$ cat src/rtl/alu_arbiter_pkg.sv
// Shared types and constants for the two-port ALU arbiter.
// Contents: width localparams, opcode encodings, FSM state encoding,
// request payload struct and the opcode legality helper.
package alu_arbiter_pkg;

  localparam int unsigned WIDTH = 16;
  localparam int unsigned OP_W  = 3;
  localparam int unsigned LAT_W = 4;

  localparam logic [OP_W-1:0] AND_OP = 3'b000;
  localparam logic [OP_W-1:0] OR_OP  = 3'b001;
  localparam logic [OP_W-1:0] ADD_OP = 3'b010;
  localparam logic [OP_W-1:0] SUB_OP = 3'b011;
  localparam logic [OP_W-1:0] SLT_OP = 3'b100;

  typedef enum logic [1:0] {
    IDLE = 2'd0,
    EXEC = 2'd1,
    RESP = 2'd2
  } state_e;

  // Operation payload carried by one request.
  typedef struct packed {
    logic [OP_W-1:0]  op;
    logic [WIDTH-1:0] a;
    logic [WIDTH-1:0] b;
  } req_t;

  // Opcodes above SLT have no ALU meaning and are answered with an error.
  function automatic logic op_legal(input logic [OP_W-1:0] op);
    return op <= SLT_OP;
  endfunction

endpackage

$ cat src/rtl/alu_arbiter_if.sv
// Bundle of requester, response and ALU-side signals of the arbiter.
// slave  : arbiter view (requests/ALU results in, readies/responses/ALU operands out)
// master : environment view (requesters, response consumers and the ALU)
interface alu_arbiter_if;
  import alu_arbiter_pkg::*;

  logic             req0_valid, req1_valid;
  logic             req0_ready, req1_ready;
  logic [OP_W-1:0]  req0_op,    req1_op;
  logic [WIDTH-1:0] req0_a,     req1_a;
  logic [WIDTH-1:0] req0_b,     req1_b;

  logic             rsp0_valid, rsp1_valid;
  logic             rsp0_ready, rsp1_ready;
  logic [WIDTH-1:0] rsp_result;
  logic             rsp_overflow, rsp_zero, rsp_err;

  logic [OP_W-1:0]  alu_op;
  logic [WIDTH-1:0] alu_a, alu_b;
  logic [WIDTH-1:0] alu_result;
  logic             alu_overflow, alu_zero;

  logic             busy;

  modport slave (
    input  req0_valid, req1_valid, req0_op, req1_op, req0_a, req1_a, req0_b, req1_b,
    input  rsp0_ready, rsp1_ready, alu_result, alu_overflow, alu_zero,
    output req0_ready, req1_ready, rsp0_valid, rsp1_valid,
    output rsp_result, rsp_overflow, rsp_zero, rsp_err,
    output alu_op, alu_a, alu_b, busy
  );

  modport master (
    output req0_valid, req1_valid, req0_op, req1_op, req0_a, req1_a, req0_b, req1_b,
    output rsp0_ready, rsp1_ready, alu_result, alu_overflow, alu_zero,
    input  req0_ready, req1_ready, rsp0_valid, rsp1_valid,
    input  rsp_result, rsp_overflow, rsp_zero, rsp_err,
    input  alu_op, alu_a, alu_b, busy
  );

endinterface

$ cat src/rtl/alu_arbiter_rr_arbiter2.sv
// Combinational two-way round-robin arbiter.
// Ports: valid_i (per-port request), last_grant_i (port served last),
//        grant_c (one-hot grant, zero when nobody requests).
module alu_arbiter_rr_arbiter2 (
  input  logic [1:0] valid_i,
  input  logic       last_grant_i,
  output logic [1:0] grant_c
);

  // A lone requester wins; on a tie the port not served last wins.
  always_comb begin
    grant_c = valid_i;
    if (&valid_i) begin
      grant_c = last_grant_i ? 2'b01 : 2'b10;
    end
  end

endmodule

$ cat src/rtl/alu_arbiter.sv
// Shares one external ALU between two requesters with round-robin arbitration.
// Ports: clk, rst (async, active-high), bus (alu_arbiter_if.slave) carrying
//        both request handshakes, both response handshakes with shared
//        response data/flags, the ALU operand/result lines and busy.
// Parameter ALU_LAT: cycles the operands are held on the ALU before sampling.
module alu_arbiter
  import alu_arbiter_pkg::*;
#(
  parameter int unsigned ALU_LAT = 1
) (
  input  logic          clk,
  input  logic          rst,
  alu_arbiter_if.slave  bus
);

  localparam logic [LAT_W-1:0] LAT_LAST = LAT_W'(ALU_LAT - 1);

  state_e           state_q, state_d;
  logic [LAT_W-1:0] lat_cnt_q, lat_cnt_d;
  logic             last_grant_q, last_grant_d;
  logic             grant_id_q, grant_id_d;
  logic [OP_W-1:0]  alu_op_q, alu_op_d;
  logic [WIDTH-1:0] alu_a_q, alu_a_d;
  logic [WIDTH-1:0] alu_b_q, alu_b_d;
  logic [WIDTH-1:0] rsp_result_q, rsp_result_d;
  logic             rsp_overflow_q, rsp_overflow_d;
  logic             rsp_zero_q, rsp_zero_d;
  logic             rsp_err_q, rsp_err_d;
  logic             rsp0_valid_q, rsp0_valid_d;
  logic             rsp1_valid_q, rsp1_valid_d;
  logic             busy_q, busy_d;

  logic [1:0]       grant_c;
  req_t             req_sel_c;
  logic             rsp_ready_sel_c;
  logic             req0_ready_c, req1_ready_c;

  alu_arbiter_rr_arbiter2 u_rr_arbiter2 (
    .valid_i      ({bus.req1_valid, bus.req0_valid}),
    .last_grant_i (last_grant_q),
    .grant_c      (grant_c)
  );

  // Next-state and datapath updates.
  always_comb begin
    state_d        = state_q;
    lat_cnt_d      = lat_cnt_q;
    last_grant_d   = last_grant_q;
    grant_id_d     = grant_id_q;
    alu_op_d       = alu_op_q;
    alu_a_d        = alu_a_q;
    alu_b_d        = alu_b_q;
    rsp_result_d   = rsp_result_q;
    rsp_overflow_d = rsp_overflow_q;
    rsp_zero_d     = rsp_zero_q;
    rsp_err_d      = rsp_err_q;
    rsp0_valid_d   = rsp0_valid_q;
    rsp1_valid_d   = rsp1_valid_q;
    req0_ready_c   = 1'b0;
    req1_ready_c   = 1'b0;

    req_sel_c.op   = grant_c[1] ? bus.req1_op : bus.req0_op;
    req_sel_c.a    = grant_c[1] ? bus.req1_a  : bus.req0_a;
    req_sel_c.b    = grant_c[1] ? bus.req1_b  : bus.req0_b;
    rsp_ready_sel_c = grant_id_q ? bus.rsp1_ready : bus.rsp0_ready;

    case (state_q)
      IDLE: begin
        req0_ready_c = grant_c[0];
        req1_ready_c = grant_c[1];
        if (|grant_c) begin
          grant_id_d = grant_c[1];
          if (op_legal(req_sel_c.op)) begin
            // The ALU operand registers double as the latched request.
            alu_op_d  = req_sel_c.op;
            alu_a_d   = req_sel_c.a;
            alu_b_d   = req_sel_c.b;
            lat_cnt_d = '0;
            state_d   = EXEC;
          end else begin
            rsp_result_d   = '0;
            rsp_overflow_d = 1'b0;
            rsp_zero_d     = 1'b1;
            rsp_err_d      = 1'b1;
            rsp0_valid_d   = ~grant_c[1];
            rsp1_valid_d   = grant_c[1];
            state_d        = RESP;
          end
        end
      end
      EXEC: begin
        lat_cnt_d = lat_cnt_q + 1'b1;
        if (lat_cnt_q == LAT_LAST) begin
          rsp_result_d   = bus.alu_result;
          rsp_overflow_d = bus.alu_overflow;
          rsp_zero_d     = bus.alu_zero;
          rsp_err_d      = 1'b0;
          rsp0_valid_d   = ~grant_id_q;
          rsp1_valid_d   = grant_id_q;
          state_d        = RESP;
        end
      end
      RESP: begin
        if (rsp_ready_sel_c) begin
          last_grant_d = grant_id_q;
          rsp0_valid_d = 1'b0;
          rsp1_valid_d = 1'b0;
          state_d      = IDLE;
        end
      end
      default: begin
        state_d = IDLE;
      end
    endcase

    busy_d = (state_d != IDLE);
  end

  // State and output registers; an in-flight operation is dropped on reset.
  always_ff @(posedge clk or posedge rst) begin
    if (rst) begin
      state_q        <= IDLE;
      lat_cnt_q      <= '0;
      last_grant_q   <= 1'b1;
      grant_id_q     <= 1'b0;
      alu_op_q       <= '0;
      alu_a_q        <= '0;
      alu_b_q        <= '0;
      rsp_result_q   <= '0;
      rsp_overflow_q <= 1'b0;
      rsp_zero_q     <= 1'b0;
      rsp_err_q      <= 1'b0;
      rsp0_valid_q   <= 1'b0;
      rsp1_valid_q   <= 1'b0;
      busy_q         <= 1'b0;
    end else begin
      state_q        <= state_d;
      lat_cnt_q      <= lat_cnt_d;
      last_grant_q   <= last_grant_d;
      grant_id_q     <= grant_id_d;
      alu_op_q       <= alu_op_d;
      alu_a_q        <= alu_a_d;
      alu_b_q        <= alu_b_d;
      rsp_result_q   <= rsp_result_d;
      rsp_overflow_q <= rsp_overflow_d;
      rsp_zero_q     <= rsp_zero_d;
      rsp_err_q      <= rsp_err_d;
      rsp0_valid_q   <= rsp0_valid_d;
      rsp1_valid_q   <= rsp1_valid_d;
      busy_q         <= busy_d;
    end
  end

  assign bus.req0_ready   = req0_ready_c;
  assign bus.req1_ready   = req1_ready_c;
  assign bus.rsp0_valid   = rsp0_valid_q;
  assign bus.rsp1_valid   = rsp1_valid_q;
  assign bus.rsp_result   = rsp_result_q;
  assign bus.rsp_overflow = rsp_overflow_q;
  assign bus.rsp_zero     = rsp_zero_q;
  assign bus.rsp_err      = rsp_err_q;
  assign bus.alu_op       = alu_op_q;
  assign bus.alu_a        = alu_a_q;
  assign bus.alu_b        = alu_b_q;
  assign bus.busy         = busy_q;

endmodule
$ cat src/flat_wrapper.sv
// flat-port wrapper written by rule: the top's interface ports become plain ports
module alu_arbiter_flat import alu_arbiter_pkg::*;
#(
  parameter int unsigned ALU_LAT = 1
)
  (clk, rst, bus_req0_valid, bus_req1_valid, bus_req0_op, bus_req1_op, bus_req0_a, bus_req1_a, bus_req0_b, bus_req1_b, bus_rsp0_ready, bus_rsp1_ready, bus_alu_result, bus_alu_overflow, bus_alu_zero, bus_req0_ready, bus_req1_ready, bus_rsp0_valid, bus_rsp1_valid, bus_rsp_result, bus_rsp_overflow, bus_rsp_zero, bus_rsp_err, bus_alu_op, bus_alu_a, bus_alu_b, bus_busy);
  alu_arbiter_if bus_i ();
  input  logic clk;
  input  logic rst;
  input wire logic [$bits(bus_i.req0_valid)-1:0] bus_req0_valid;
  input wire logic [$bits(bus_i.req1_valid)-1:0] bus_req1_valid;
  input wire logic [$bits(bus_i.req0_op)-1:0] bus_req0_op;
  input wire logic [$bits(bus_i.req1_op)-1:0] bus_req1_op;
  input wire logic [$bits(bus_i.req0_a)-1:0] bus_req0_a;
  input wire logic [$bits(bus_i.req1_a)-1:0] bus_req1_a;
  input wire logic [$bits(bus_i.req0_b)-1:0] bus_req0_b;
  input wire logic [$bits(bus_i.req1_b)-1:0] bus_req1_b;
  input wire logic [$bits(bus_i.rsp0_ready)-1:0] bus_rsp0_ready;
  input wire logic [$bits(bus_i.rsp1_ready)-1:0] bus_rsp1_ready;
  input wire logic [$bits(bus_i.alu_result)-1:0] bus_alu_result;
  input wire logic [$bits(bus_i.alu_overflow)-1:0] bus_alu_overflow;
  input wire logic [$bits(bus_i.alu_zero)-1:0] bus_alu_zero;
  output wire logic [$bits(bus_i.req0_ready)-1:0] bus_req0_ready;
  output wire logic [$bits(bus_i.req1_ready)-1:0] bus_req1_ready;
  output wire logic [$bits(bus_i.rsp0_valid)-1:0] bus_rsp0_valid;
  output wire logic [$bits(bus_i.rsp1_valid)-1:0] bus_rsp1_valid;
  output wire logic [$bits(bus_i.rsp_result)-1:0] bus_rsp_result;
  output wire logic [$bits(bus_i.rsp_overflow)-1:0] bus_rsp_overflow;
  output wire logic [$bits(bus_i.rsp_zero)-1:0] bus_rsp_zero;
  output wire logic [$bits(bus_i.rsp_err)-1:0] bus_rsp_err;
  output wire logic [$bits(bus_i.alu_op)-1:0] bus_alu_op;
  output wire logic [$bits(bus_i.alu_a)-1:0] bus_alu_a;
  output wire logic [$bits(bus_i.alu_b)-1:0] bus_alu_b;
  output wire logic [$bits(bus_i.busy)-1:0] bus_busy;
  assign bus_i.req0_valid = bus_req0_valid;
  assign bus_i.req1_valid = bus_req1_valid;
  assign bus_i.req0_op = bus_req0_op;
  assign bus_i.req1_op = bus_req1_op;
  assign bus_i.req0_a = bus_req0_a;
  assign bus_i.req1_a = bus_req1_a;
  assign bus_i.req0_b = bus_req0_b;
  assign bus_i.req1_b = bus_req1_b;
  assign bus_i.rsp0_ready = bus_rsp0_ready;
  assign bus_i.rsp1_ready = bus_rsp1_ready;
  assign bus_i.alu_result = bus_alu_result;
  assign bus_i.alu_overflow = bus_alu_overflow;
  assign bus_i.alu_zero = bus_alu_zero;
  assign bus_req0_ready = bus_i.req0_ready;
  assign bus_req1_ready = bus_i.req1_ready;
  assign bus_rsp0_valid = bus_i.rsp0_valid;
  assign bus_rsp1_valid = bus_i.rsp1_valid;
  assign bus_rsp_result = bus_i.rsp_result;
  assign bus_rsp_overflow = bus_i.rsp_overflow;
  assign bus_rsp_zero = bus_i.rsp_zero;
  assign bus_rsp_err = bus_i.rsp_err;
  assign bus_alu_op = bus_i.alu_op;
  assign bus_alu_a = bus_i.alu_a;
  assign bus_alu_b = bus_i.alu_b;
  assign bus_busy = bus_i.busy;
  alu_arbiter #(.ALU_LAT(ALU_LAT)) u_core (.clk(clk), .rst(rst), .bus(bus_i));
endmodule
$ cat config.mk
export PLATFORM = sky130hd
export DESIGN_NAME = alu_arbiter_flat
export DESIGN_NICKNAME = d
export VERILOG_FILES = /design/src/rtl/alu_arbiter_pkg.sv /design/src/rtl/alu_arbiter_if.sv /design/src/rtl/alu_arbiter_rr_arbiter2.sv /design/src/rtl/alu_arbiter.sv /design/src/flat_wrapper.sv
export SDC_FILE = /design/constraint.sdc
export NUM_CORES = 1
export LEC_CHECK = 0
export CAP_MARGIN = 40
export CORE_AREA = 2 2 78 110
export DETAILED_ROUTE_END_ITERATION = 6
export DIE_AREA = 0 0 80 112
export HOLD_SLACK_MARGIN = 0.1
export PLACE_DENSITY = 0.79
export SLEW_MARGIN = 20
export SYNTH_ARGS = -nofsm -noshare
export SYNTH_HDL_FRONTEND = slang
export SYNTH_SLANG_ARGS = --single-unit
export TNS_END_PERCENT = 100
$ cat constraint.sdc
create_clock -name clk -period 2.3 [get_ports clk]
set_input_delay 0.23 -clock clk [delete_from_list [all_inputs] [get_ports clk]]
set_output_delay 0.23 -clock clk [all_outputs]
set_load 0.05 [all_outputs]
After elaboration in Yosys (flattened, before gate mapping)
Cells that the tools add are included.

storage, ports and cells
  flip-flop bits (word level) = 65
  bits of input ports = 94
  output and inout port bits = 59
  logic and storage cells = 77

cells by class
  add/subtract/negate cells = 1
  magnitude comparators = 1
  equality and inequality tests = 7
  multiplexer cells = 39
  bitwise logic cells = 2
  reduce and logical (&&, ||, !) cells = 13

operator list
  cell                 count
  $mux 16              5
  $pmux 16 s2          1
  $mux 1               17
  $mux 2               6
  $mux 4               2
  $ne 2x1->1 const B   4
  $pmux 4 s2           1
  $pmux 1 s2           3
  $pmux 1 s3           2
  $pmux 2 s3           1
  $reduce_and 2->1     3
  $reduce_and 3->1     2
  $reduce_and 5->1     1
  $add 4x1->4 const B  1
  $logic_not 4->1      1
  $reduce_and 4->1     1
  $reduce_bool 2->1    2
  $le 3x3->1 const B   1
  $mux 3               1
  $reduce_bool 3->1    1
  $eq 2x1->1 const B   1
  $eq 2x2->1 const B   1
  $logic_not 2->1      1
  $ne 2x2->1 const B   1
  other kinds (2)      3

Depth between registers and ports, before layout
Gate-level depths: netlist (run 1).

  depth in word-level cells = 8
  depth in mapped cells = 8

By module
From an unflattened synthesis (run 1), not the netlist that was laid out.

unflattened totals
  cells, all modules = 280
  area total of the unflattened synthesis = 3015.4 um^2

modules (own cells, without submodules)
  module                   times used  cells each  area each (um^2)
  alu_arbiter              1           277         2996.6
  alu_arbiter_rr_arbiter2  1           3           18.8

Worst setup path after synthesis (run 1)
No wires, ideal clock.

  path type = register to register
  from = register u_core.last_grant_q
  to = register u_core.rsp0_valid_q, in the netlist u_core.bus.rsp0_valid
  setup time = 0.125 ns
  arrival time = 1.664 ns
  data required time = 2.175 ns
  path slack = 0.511 ns
  cell stages (with the launch flop) = 6
  clock period less this slack = 1.789 ns
  cells stage by stage = dfstp_2 -> a21boi_4 -> mux2i_2 -> o21ai_1 -> a211oi_1 -> mux2_2

between the ends
  word-level cells in the longest chain between the ends = 6
  elaborated cells on any way between the ends = 12
  classes of those cells = 1 x order compare; 2 x eq/ne; 6 x mux; 1 x bitwise; 2 x reduce/logical

ends and longest elaborated chain
  what                                                                    line                                      source
  start: declaration                                                      alu_arbiter.sv:20                         logic last_grant_q, last_grant_d;
  start signal: assignment                                                alu_arbiter.sv:139                        last_grant_q <= last_grant_d;
  $mux 2 (*)                                                              alu_arbiter_rr_arbiter2.sv:14             grant_c = last_grant_i ? 2'b01 : 2'b10;
  $mux 2 (*)                                                              alu_arbiter_rr_arbiter2.sv:13             if (&valid_i) begin
  $mux 3 / $not 1->1 (equally long branches)                              alu_arbiter.sv:62, alu_arbiter.sv:85
  $le 3x3->1 / $mux 1 (equally long branches)                             alu_arbiter_pkg.sv:31, alu_arbiter.sv:73
  $ne 2x2->1 (no source line) / $mux 1 (equally long branches)            --
  $reduce_and 5->1 (no source line) / $pmux 1 s3 (equally long branches)  --
  end signal: assignment                                                  alu_arbiter.sv:148                        rsp0_valid_q <= rsp0_valid_d;
  end: declaration                                                        alu_arbiter.sv:29                         logic rsp0_valid_q, rsp0_valid_d;

Every way passes the cells marked *; elsewhere a longest branch is shown, timed or not. The select of a mux whose other input is x is not followed.
A chain may end at the register's enable or synchronous reset.

Worst setup path after layout (run 1)
  from = register u_core.lat_cnt_q[0]
  to = register u_core.rsp1_valid_q, in the netlist u_core.bus.rsp1_valid

between the ends
  word-level cells in the longest chain between the ends = 3

ends and longest elaborated chain
  what                               line                source
  start: declaration                 alu_arbiter.sv:19   logic [LAT_W-1:0] lat_cnt_q, lat_cnt_d;
  start signal: assignment           alu_arbiter.sv:138  lat_cnt_q <= lat_cnt_d;
  $logic_not 4->1                    alu_arbiter.sv:93   if (lat_cnt_q == LAT_LAST) begin
  $ne 2x1->1 (no source line)        --
  $reduce_and 5->1 (no source line)  --
  end signal: assignment             alu_arbiter.sv:149  rsp1_valid_q <= rsp1_valid_d;
  end: declaration                   alu_arbiter.sv:30   logic rsp1_valid_q, rsp1_valid_d;

Every way passes these cells.

==> impl_metrics.py, run 1 <==
metrics = {
    "worst_setup_path": {
        "ff2ff_path_depth": 6,
        "r2r_slack_ps": 200,
        "critPathKind": "flip-flop to flip-flop",
        "cp_data_arrival_time_ps": 2300,
        "reg2reg_to": "u_core.bus.rsp1_valid$_DFFE_PP0P_",
        "critPathMaxFanout": 5,
        "crit_required_ps": 2510,
        "rr_startpoint": "u_core.lat_cnt_q[0]$_DFFE_PP0P_",
        "setup.worst_path.end_class": "flip-flop",
        "startpoint_type": "flip-flop",
    },
    "cts": {
        "cts_buffer_depth": 2,
        "postCtsSetupRepairBufs": 0,
        "numClockSinks": 65,
        "postCtsHoldBufs": 0,
        "cts-htree-levels": 3,
        "cts.clk_slew.worst_paths_ps": 50,
        "cts_tree": "yes",
        "cts_made_buffers": 9,
        "ctsResizeCount": 0,
        "worst_skew_pair.late_latency_ps": 320,
        "root_buffer": "clkbuf_16",
    },
    "grt": {
        "antenna_found_initial": 0,
        "overflow": 0,
        "grt_use_total_pct": 19.4,
        "grt_pass1_vias": 2955,
        "grt_start_max_net_pins": 54,
        "grt_pass1_wl_mm": 13.6,
    },
    "yosys": {
        "yosysSeqAreaShare_pct": 50.7,
        "synth_edf_count": 0,
        "yosysTopAreaCell": "dfrtp_1",
        "synth_nets": 425,
        "ys_types": 35,
        "syn_area_per_cell_sq_um": 9.87,
        "ys_ff_latch": 65,
        "synthArstFlopShare_pct": 100,
        "yosys-top-cells-count": "dfrtp_1 (64), mux2i_1 (52), nor2_1 (42)",
        "synth_top_cell_area_share_pct": 49.9,
        "synth_most_common_cell": "dfrtp_1",
        "yosys-top-cells-area": "dfrtp_1 (50%), mux2i_1 (16%), a21oi_1 (5.9%)",
        "synth-main-ff-cell": "dfrtp_1",
        "synth-warning-count": 0,
        "synth_cells": 325,
        "synth_area_sq_mm": 0.00321,
    },
    "sta": {
        "maxSlewHeadroom_pct": 62.9,
        "slew_violations": 0,
        "finalSetupViolCount": 0,
        "min_period_over_period_pct": 91.1,
        "setup_tns_ps": 0,
        "max_clock_freq_mhz": 477,
        "grt_setup_unrepaired": "false",
        "min_period_ps": 2100,
        "hold_violations": 0,
        "worst_pin_slew_ps": 554,
        "skew_ps": 4.29,
    },
    "detailed_routing": {
        "ant_nets": 0,
        "vias_per_cell": 4.91,
        "routedWlPerCell_um": 14.2,
        "drt_iter0_markers": 162,
        "first_pass_iters": 4,
        "drt_wl_total_mm": 8.37,
        "route.detailed.drc": 0,
        "num_vias": 2890,
    },
    "power_and_ir_drop": {
        "power_density_mw_per_mm2": 1390,
        "ir_drop_v": 0.000956,
        "leakage_nw": 2.27,
    },
    "finish": {
        "layout-drive-gt1-share_pct": 7.20,
        "syn2layout_area_growth_pct": 60.8,
        "nets": 581,
        "final-instance-count-excl-fill": 588,
        "antennaDiodeCount": 0,
    },
    "flow_run": {
        "maxCapViolCount": 0,
    },
    "floorplanning": {
        "die_h_um": 112,
        "die-area_sq_mm": 0.00896,
        "start_util_pct": 40.1,
        "core_area_sq_mm": 0.00800,
        "num_rows": 39,
        "ios": 153,
        "die_w_um": 80,
    },
    "placed_design": {
        "port_buffers": 152,
        "place_inst": 572,
        "gp_congestion": 0.802,
        "dp_hpwl_mm": 6.35,
    },
    "outcome": {
        "status": "finished, final reports clean",
    },
    "hold_path": {
        "hold_path_class": "primary input to asynchronous set/reset pin",
    },
}
-- layout by cell type (no fill, tap or decap), types with 5 or more instances in the layout --
master	count
mux2i_1	52
inv_1	25
ha_1	6
dfrtp_1	64
nor2_1	42
clkbuf_16	9
clkdlybuf4s50_1	150
nand2b_1	5
buf_4	10
nand2_1	29
o21ai_0	12
a21oi_1	38
-- registers in the layout, indices dropped and copies added, names as in the netlist --
signal	cells
u_core.bus.alu_b	16
u_core.bus.rsp1_valid	1
u_core.bus.rsp_zero	1
u_core.bus.rsp_result	16
u_core.bus.alu_a	16
u_core.bus.rsp0_valid	1
u_core.bus.rsp_overflow	1
u_core.state_q	2
u_core.lat_cnt_q	4
u_core.bus.alu_op	3
u_core.last_grant_q	1
u_core.bus.busy	1
u_core.bus.rsp_err	1
u_core.grant_id_q	1
-- layout make-up --
type / instances / area [sq um]
Tap cell: 102 / 128
Clock inverter: 3 / 15.0
Sequential cell: 65 / 1630
Multi-Input combinational cell: 216 / 1400
Timing Repair Buffer: 163 / 1640
Fill cell: 664 / 2840
Clock buffer: 13 / 260
Inverter: 26 / 97.6
-- critical path, stage by stage (launching register included) --
cell and delay (ps):
dfrtp_1 420, inv_1 80, ha_1 160, nor3b_1 410
o21ai_0 160, a211oi_1 370, mux2_2 380
-- cell families (layout without fill, tap and decap cells) --
logic type	count (synthesis)	after routing	synth area share, %
flip-flops	65	65	50.7
buffers and inverters	44	205	6.01
AO/OA/AOI/OAI	66	66	11.7
multiplexers	56	56	17.7
AND/OR/NAND/NOR	88	88	11.5
adder cells (fa/ha/maj)	6	6	2.34
-- how the worst max path moves through the flow --
| stage | from | to | slack [ps] | cells after the start |
|---|---|---|---|---|
| finish | u_core.lat_cnt_q[0]$_DFFE_PP0P_ | u_core.bus.rsp1_valid$_DFFE_PP0P_ | 200 | 6 |
| floorplan | rst | u_core.bus.alu_a[0]$_DFFE_PP0P_ | 450 | 1 |
| CTS | u_core.lat_cnt_q[0]$_DFFE_PP0P_ | u_core.bus.rsp1_valid$_DFFE_PP0P_ | 250 | 6 |
| global placement | bus_req1_valid | u_core.lat_cnt_q[0]$_DFFE_PP0P_ | 100 | 8 |
| detailed placement | bus_req1_valid | u_core.lat_cnt_q[2]$_DFFE_PP0P_ | 50 | 8 |
| global route | u_core.lat_cnt_q[0]$_DFFE_PP0P_ | u_core.bus.rsp1_valid$_DFFE_PP0P_ | 50 | 6 |
-- routing by layer --
metal / wire [um] / vias to the layer above / GRT usage [%] / part of all wire, %
met1: 3170 / 1354 / 21.0 / 38
met2: 4370 / 110 / 33.8 / 52
li1: - / 1408 / - / -
met5: 0 / - / 0 / 0
met4: 195 / 0 / 8.14 / 2.3
met3: 637 / 18 / 6.56 / 7.6
-- per-stage QoR --
| step | utilization, % | instance area, sq um | hold slack [ps] | total power, mW | setup slack [ps] |
|---|---|---|---|---|---|
| global placement | 61.0 | 4880 | 485 | 5.88 | 99.7 |
| CTS | 64.5 | 5160 | 250 | 7.25 | 249 |
| detailed placement | 61.0 | 4880 | 498 | 5.98 | 47.4 |
| global route | 64.5 | 5160 | 275 | 7.60 | 49.8 |
| finish | 64.5 | 5160 | 238 | 7.18 | 204 |
| floorplan | - | 3210 | 373 | 4.62 | 445 |
-- where the power goes --
group	internal [mW]	switching, mW
registers	1.61	0.279
clock network	0.781	0.452
logic	1.49	2.57
Power figures use the tool's default switching activity.
==> run 2, diff against run 1 <==
--- a/config.mk
+++ b/config.mk
@@ -11,6 +11,7 @@
 export DIE_AREA = 0 0 80 112
 export HOLD_SLACK_MARGIN = 0.1
 export PLACE_DENSITY = 0.79
+export SKIP_LAST_GASP = 1
 export SLEW_MARGIN = 20
 export SYNTH_ARGS = -nofsm -noshare
 export SYNTH_HDL_FRONTEND = slang
==> results of run 2 <==
No change in the layout: final DEF, timing and power equal those of run 1.
==> run 3, diff against run 2 <==
--- a/config.mk
+++ b/config.mk
@@ -11,7 +11,6 @@
 export DIE_AREA = 0 0 80 112
 export HOLD_SLACK_MARGIN = 0.1
 export PLACE_DENSITY = 0.79
-export SKIP_LAST_GASP = 1
 export SLEW_MARGIN = 20
 export SYNTH_ARGS = -nofsm -noshare
 export SYNTH_HDL_FRONTEND = slang
==> results of run 3 <==
No change in the layout: final DEF, timing and power equal those of run 1.
